### src/rtl/block_0_apb_bridge.sv
// APB slave to single-outstanding register-request bridge.
// An APB setup phase is turned into one downstream request. The transfer is
// stretched with wait states until the downstream side responds or the
// timeout expires. The result is then returned in one APB access cycle.
module block_0_apb_bridge #(
  parameter int ADDRESS_WIDTH  = 8,
  parameter int BUS_WIDTH      = 32,
  parameter int TIMEOUT_CYCLES = 32
) (
  input  logic                     i_clk,
  input  logic                     i_rst_n,
  input  logic                     i_psel,
  input  logic                     i_penable,
  input  logic [ADDRESS_WIDTH-1:0] i_paddr,
  input  logic                     i_pwrite,
  input  logic [BUS_WIDTH-1:0]     i_pwdata,
  input  logic [BUS_WIDTH/8-1:0]   i_pstrb,
  output logic                     o_pready,
  output logic [BUS_WIDTH-1:0]     o_prdata,
  output logic                     o_pslverr,
  output logic                     o_req_valid,
  output logic                     o_req_write,
  output logic [ADDRESS_WIDTH-1:0] o_req_address,
  output logic [BUS_WIDTH-1:0]     o_req_write_data,
  output logic [BUS_WIDTH/8-1:0]   o_req_strobe,
  input  logic                     i_rsp_ready,
  input  logic [1:0]               i_rsp_status,
  input  logic [BUS_WIDTH-1:0]     i_rsp_read_data
);

  localparam int STRB_W  = BUS_WIDTH / 8;
  localparam int ALIGN_W = $clog2(STRB_W);
  // A zero timeout still needs a 1-bit counter so the declarations stay legal.
  localparam int CNT_W   = (TIMEOUT_CYCLES > 0) ? $clog2(TIMEOUT_CYCLES + 1) : 1;
  localparam logic [CNT_W-1:0] TMO_LIMIT = CNT_W'(TIMEOUT_CYCLES);

  typedef enum logic [1:0] {
    IDLE    = 2'd0,
    REQUEST = 2'd1,
    RESPOND = 2'd2
  } state_t;

  state_t               state;
  logic [CNT_W-1:0]     tmo_cnt;
  logic                 rsp_err;
  logic [BUS_WIDTH-1:0] rsp_data;

  logic                 apb_setup;
  logic                 misaligned;
  logic [CNT_W-1:0]     tmo_next;
  logic                 tmo_hit;
  logic                 unused_status_lsb;

  assign apb_setup  = i_psel & ~i_penable;
  assign misaligned = |i_paddr[ALIGN_W-1:0];
  assign tmo_next   = tmo_cnt + CNT_W'(1);
  // The expiry check is based on the incremented value, so a response arriving
  // in the same cycle is handled first and wins over the timeout.
  assign tmo_hit    = (TIMEOUT_CYCLES != 0) && (tmo_next == TMO_LIMIT);

  // Only SLVERR/DECERR matter; EXOKAY is treated as OKAY.
  assign unused_status_lsb = i_rsp_status[0];

  // Bridge FSM: capture on setup, hold the request, latch the response.
  always_ff @(posedge i_clk or negedge i_rst_n) begin
    if (!i_rst_n) begin
      state            <= IDLE;
      tmo_cnt          <= '0;
      rsp_err          <= 1'b0;
      rsp_data         <= '0;
      o_req_valid      <= 1'b0;
      o_req_write      <= 1'b0;
      o_req_address    <= '0;
      o_req_write_data <= '0;
      o_req_strobe     <= '0;
    end else begin
      case (state)
        IDLE: begin
          if (apb_setup) begin
            o_req_write      <= i_pwrite;
            o_req_address    <= i_paddr;
            o_req_write_data <= i_pwdata;
            o_req_strobe     <= i_pwrite ? i_pstrb : {STRB_W{1'b1}};
            rsp_data         <= '0;
            tmo_cnt          <= '0;
            if (misaligned) begin
              // Misaligned accesses never reach the register side.
              rsp_err <= 1'b1;
              state   <= RESPOND;
            end else begin
              rsp_err     <= 1'b0;
              o_req_valid <= 1'b1;
              state       <= REQUEST;
            end
          end
        end
        REQUEST: begin
          if (i_rsp_ready) begin
            o_req_valid <= 1'b0;
            rsp_err     <= i_rsp_status[1];
            rsp_data    <= o_req_write ? '0 : i_rsp_read_data;
            state       <= RESPOND;
          end else if (tmo_hit) begin
            o_req_valid <= 1'b0;
            rsp_err     <= 1'b1;
            rsp_data    <= '0;
            state       <= RESPOND;
          end else begin
            tmo_cnt <= tmo_next;
          end
        end
        RESPOND: begin
          // Complete on the access cycle, or discard if the master deselected.
          if (!i_psel || i_penable) begin
            state <= IDLE;
          end
        end
        default: begin
          state <= IDLE;
        end
      endcase
    end
  end

  // APB response is only driven during the completing access cycle.
  always_comb begin
    o_pready  = (state == RESPOND) & i_psel & i_penable;
    o_pslverr = o_pready & rsp_err;
    o_prdata  = o_pready ? rsp_data : '0;
  end

endmodule

### config.mk
export PLATFORM = sky130hd
export DESIGN_NAME = block_0_apb_bridge
export DESIGN_NICKNAME = d
export VERILOG_FILES = /design/src/rtl/block_0_apb_bridge.sv
export SDC_FILE = /design/constraint.sdc
export NUM_CORES = 1
export LEC_CHECK = 0
export CAP_MARGIN = 10
export CELL_PAD_IN_SITES_DETAIL_PLACEMENT = 1
export CELL_PAD_IN_SITES_GLOBAL_PLACEMENT = 1
export CORE_UTILIZATION = 30
export DETAILED_ROUTE_END_ITERATION = 8
export PLACE_DENSITY = 0.8
export SLEW_MARGIN = 20
export SYNTH_ARGS = -nofsm -noshare
export SYNTH_HDL_FRONTEND = slang
export SYNTH_SLANG_ARGS = --single-unit
### constraint.sdc
create_clock -name i_clk -period 2.1 [get_ports i_clk]
set_input_delay 0.42 -clock i_clk [delete_from_list [all_inputs] [get_ports i_clk]]
set_output_delay 0.42 -clock i_clk [all_outputs]
set_load 0.01 [all_outputs]
# --- Yosys cells after proc, flatten, opt, wreduce, memory -nomap -nowiden ---
# Cells that the tools add are included.
totals:
  register_bits: 87
  latchBits: 0
  ram_bits: 0
  romBits: 0
  in_bits: 84
  output_inout_bits: 80
  elab_cells: 61
  mem_count: 0
classes:
  add_sub_neg: 1
  n_mul: 0
  div: 0
  order_cmp: 0
  n_eq_ne: 9
  n_shift: 0
  mux: 27
  bitwise_logic: 5
  n_reduce_logical: 10
op_table:
  columns: ["cell", "count"]
  rows:
  - ["32-bit two-way mux", 5]
  - ["32-bit one-hot mux with 2 select lines", 1]
  - ["6-bit two-way mux", 3]
  - ["6-bit one-hot mux with 2 select lines", 1]
  - ["2-bit two-way mux", 5]
  - ["2-bit inequality test (second input constant)", 5]
  - ["1-bit two-way mux", 8]
  - ["4-bit AND reduction", 2]
  - ["6-bit by 1-bit adder with 6-bit output (second input constant)", 1]
  - ["6-bit equality test (second input constant)", 1]
  - ["2-bit one-hot mux with 3 select lines", 1]
  - ["3-bit AND reduction", 2]
  - ["1-bit AND", 4]
  - ["4-bit two-way mux", 1]
  - ["1-bit one-hot mux with 2 select lines", 2]
  - ["3-bit inequality test (second input constant)", 1]
  - ["2-bit by 1-bit equality test with 1-bit output (second input constant)", 1]
  - ["2-bit equality test (second input constant)", 1]
  - ["2-bit logical NOT", 1]
  - ["2-bit AND reduction", 1]
  - ["2-bit nonzero test", 1]
  - ["2-bit OR reduction", 1]
  - ["1-bit logical NOT", 1]
  - ["1-bit logical OR", 1]
  - ["1-bit inverter", 1]

# --- Depth between registers and ports, before layout ---
depth:
  depth_word: 5
  depth_mapped: 6
  mapped_depth_nobuf: 5

# --- Least setup slack after synthesis ---
# Ideal clock, no wire load.
synth_timing:
  path_type: "register to output"
  startpoint: "reg state[1]"
  endpoint: "out o_prdata[22]"
  arrival_ps: 1367
  t_required_ps: 1680
  slack_ps: 313
  stages_incl_launch_ff: 6
  n_path_buf: 2
  cell_sequence: "dfrtp_1 buf_6 inv_1 nor3_1 clkbuf_1 and2_1"
synth_between:
  elab_chain_len: 4
synth_lines:
  columns: ["element", "line_no", "source"]
  rows:
  - ["start, declared", "43", "state_t state;"]
  - ["start signal, assigned", "67", "state <= IDLE;"]
  - ["start signal, assigned", "89", "state <= RESPOND;"]
  - ["start signal, assigned", "93", "state <= REQUEST;"]
  - ["2-bit equality test", "127", "o_pready = (state == RESPOND) & i_psel & i_penable;"]
  - ["1-bit AND (2 in series)", "127", null]
  - ["via o_pready", "18", "output logic o_pready,"]
  - ["32-bit two-way mux", "129", "o_prdata = o_pready ? rsp_data : '0;"]
  - ["end, declared", "19", "output logic [BUS_WIDTH-1:0] o_prdata,"]
# The timed path passes the listed nets, and every way through them passes these cells.

# --- Final worst setup path ---
layout_timing:
  startpoint: "reg state[1]"
  endpoint: "out o_prdata[11]"
layout_between:
  elab_chain_len: 4
layout_lines:
  columns: ["element", "line_no"]
  rows:
  - ["2-bit equality test", "127"]
  - ["1-bit AND (2 in series)", "127"]
  - ["32-bit two-way mux", "129"]
# No other way between the ends.

==> out/qor.csv <==
metric,value,unit
Commonest cells post-synth,"nand2_1 (132), dfrtp_1 (87), and2_1 (34)",
clk sink count,87,
Crit Path Class,reg2out,
I/O Buffers,162,
io pins,164,
total gr overflow,0,
layout cell share with drive strength beyond 1,0.155,
die area,12600,µm²
global placer's final weighted congestion,0.824,
CP Launch Type,flip-flop,
Sw Pwr,0.00127,W
final slew viol count,0,
sw frac,0.267,
Synth top area share,0.597,
gr usage total,0.185,
routed len/inst,15.8,µm
Post-synth ARST share,1.00,
DRC Markers,13,
initial antenna violation count,0,
start of the worst register-to-register path,tmo_cnt[3],
yosys warns,0,
Comb pwr share,0.253,
largest net degree at the start of global routing,52,
fin crit share,0.949,
Max-cap violations,0,
R2R setup slack,0.17,ns
Die Y-Extent,112,µm
Finish-stage setup viols,0,
r2r endpoint,rsp_data[8],
slowest CP cell,dfrtp_1,
Die W,112,µm
CP max FO,9,
post-synth net total,450,
synthesized instance count,365,
clk_lat worst skew,0.33,ns
Lkg Pwr,2.80,nW
Mapped Avg Cell Area,9.99,µm²
total CTS buffers,9,
nets,625,
Clk pwr share,0.307,
"FF+latch count, synth",87,
max frequency,502,MHz
WP data required,1.68,ns
CP cell instances,inv_2 -> nor3_4 -> buf_6 -> buf_4 -> buf_16 -> and2_4 -> buf_2,
CTS tree,built,
"Seq/Total Area, Yosys",0.597,
via count,3293,
Least-Margin Pin Slew,0.591,ns
Layout area overhead,61.0,%
crit end category,output port,
status,finished with violations,
RSZ-0062 raised after global routing,true,
Antenna Cells,0,
R2R cell count,5,
CP arrival,1.57,ns
vias in the first global route,3630,
final core occ,0.505,
core area,11600,µm²
worst vdd ir,0.369,mV
skew final,0.00330,ns
Synth area leader,dfrtp_1,
DR pass1 iterations,7,
Area contributors post-synth,"dfrtp_1 (60%), nand2_1 (14%), a22o_1 (7.7%)",
global-route wire length before repair,18.3,mm
# H-tree levels,3,
failing checks,DRC,
placed cells,666,
most frequent cell after synthesis,nand2_1,
Rel. slew slack,0.606,
Critical Path Max Stage Delay,0.36,ns
synthesized cell area,3650,µm²
power per cell area,808,nW/µm²
final cell count without fillers,686,
hpwl dp,7.48,mm
Worst-path clk slew,0.06,ns
DR vias/cell,4.80,
"Primary FF master, synth",dfrtp_1,
CTS max path bufs,2,
Iter 0 DRT Violations,144,
Post-DRT Antenna Nets,0,
worst min path class,in2async,
sequential power share,0.440,
Pint,0.00348,W
Std-Cell Rows,39,
Post-synth EDFFs,0,
Hold Fails Final Rpt,0,
Final min period,1.99,ns
synth unique cells,35,
Starting Density,0.314,
Root Driver,clkbuf_16,
Routed Wire Length,10.9,mm
Post-CTS Hold Fix Bufs,0,
-- routing by layer --
layer	share of wire	track usage	vias up
li1	-	-	1546
met1	0.43	0.222	1623
met2	0.49	0.313	117
met3	0.080	0.0599	7
met4	0.0064	0.0587	0
met5	0	0	-
-- how the worst max path moves through the flow --
stage,slack [ns],startpoint,cells past startpoint,to
after floorplan,0.31,state[1],5,o_prdata[22]
after global placement,-0.38,i_psel,6,o_prdata[21]
after detailed placement,-0.41,i_psel,6,o_prdata[29]
after CTS,0.04,state[1],6,o_prdata[7]
after global routing,-0.002,state[1],6,o_prdata[2]
final,0.11,state[1],7,o_prdata[11]
-- what timing repair did --
action | in CTS | in global routing
gates cloned | 2 | 0
setup buffers | 3 | 1
resized for setup | 128 | 5
endpoints found under the setup margin | 34 | 30
pin swaps | 1 | 1
-- worst max-delay path: cells and delay by family, from the launching register on --
kind                   cells  cell delay, ns
buffers and inverters      5            0.54
DFF                        1            0.36
and+or+nand+nor            2            0.33
-- state kept, by name, summed over array words and instances, names as in the netlist --
signal / cells
o_req_address: 8
o_req_strobe: 4
o_req_valid: 1
o_req_write: 1
o_req_write_data: 32
rsp_data: 32
rsp_err: 1
state: 2
tmo_cnt: 6
-- cell type report --
| cell class | instances | area (µm²) |
|---|---|---|
| clock inverter | 1 | 5.00 |
| clock buffer | 13 | 260 |
| inverter | 7 | 26.3 |
| timing repair buffer | 186 | 1840 |
| tap | 143 | 179 |
| fill | 1293 | 5740 |
| multi-input combinational | 249 | 1380 |
| sequential | 87 | 2180 |
-- through the flow --
stage | total power (W) | TNS (ns) | cell area (µm²) | setup slack [ns] | hold WS, ns
detailed placement | 0.00331 | -13.12 | 5580 | -0.414 | 0.463
CTS | 0.00483 | 0 | 5850 | 0.0390 | 0.0946
global route | 0.00501 | -0.00446 | 5870 | -0.00244 | 0.127
finish | 0.00475 | 0 | 5870 | 0.107 | 0.0868
global placement | 0.00326 | -11.99 | 5580 | -0.379 | 0.457
floorplan | 0.00252 | 0 | 3650 | 0.313 | 0.124
-- power groups by stage --
stage | Combinational (W) | Clock, W | Sequential (W)
after floorplan | 0.000325 | 0 | 0.00219
after global placement | 0.00116 | 0 | 0.00210
after detailed placement | 0.00119 | 0 | 0.00212
after CTS | 0.00122 | 0.00152 | 0.00209
after global routing | 0.00131 | 0.00158 | 0.00212
final | 0.00120 | 0.00146 | 0.00209
-- kinds of logic after synthesis --
kind of cell	after synthesis	synth area share
adder cells (fa/ha/maj)	1	0.00343
AO/OA/AOI/OAI	50	0.112
AND/OR/NAND/NOR	193	0.238
buffers and inverters	29	0.0360
flip-flops	87	0.597
multiplexers	4	0.0113
XOR/XNOR	1	0.00240
-- cell usage in the layout (no fill, tap or decap), types with 3 or more instances in the layout --
master	netlist	layout
inv_1	7	6
a22o_1	32	32
dfrtp_1	87	87
mux2i_1	3	3
a31oi_1	4	4
and2_1	34	32
a21oi_1	5	5
clkdlybuf4s15_1	0	3
clkdlybuf4s15_2	0	13
buf_4	1	15
clkdlybuf4s50_1	0	125
nand2_1	132	131
buf_12	0	6
nor2_1	7	7
buf_2	3	20
clkbuf_16	0	9
(Power assumes the default switching activity.)
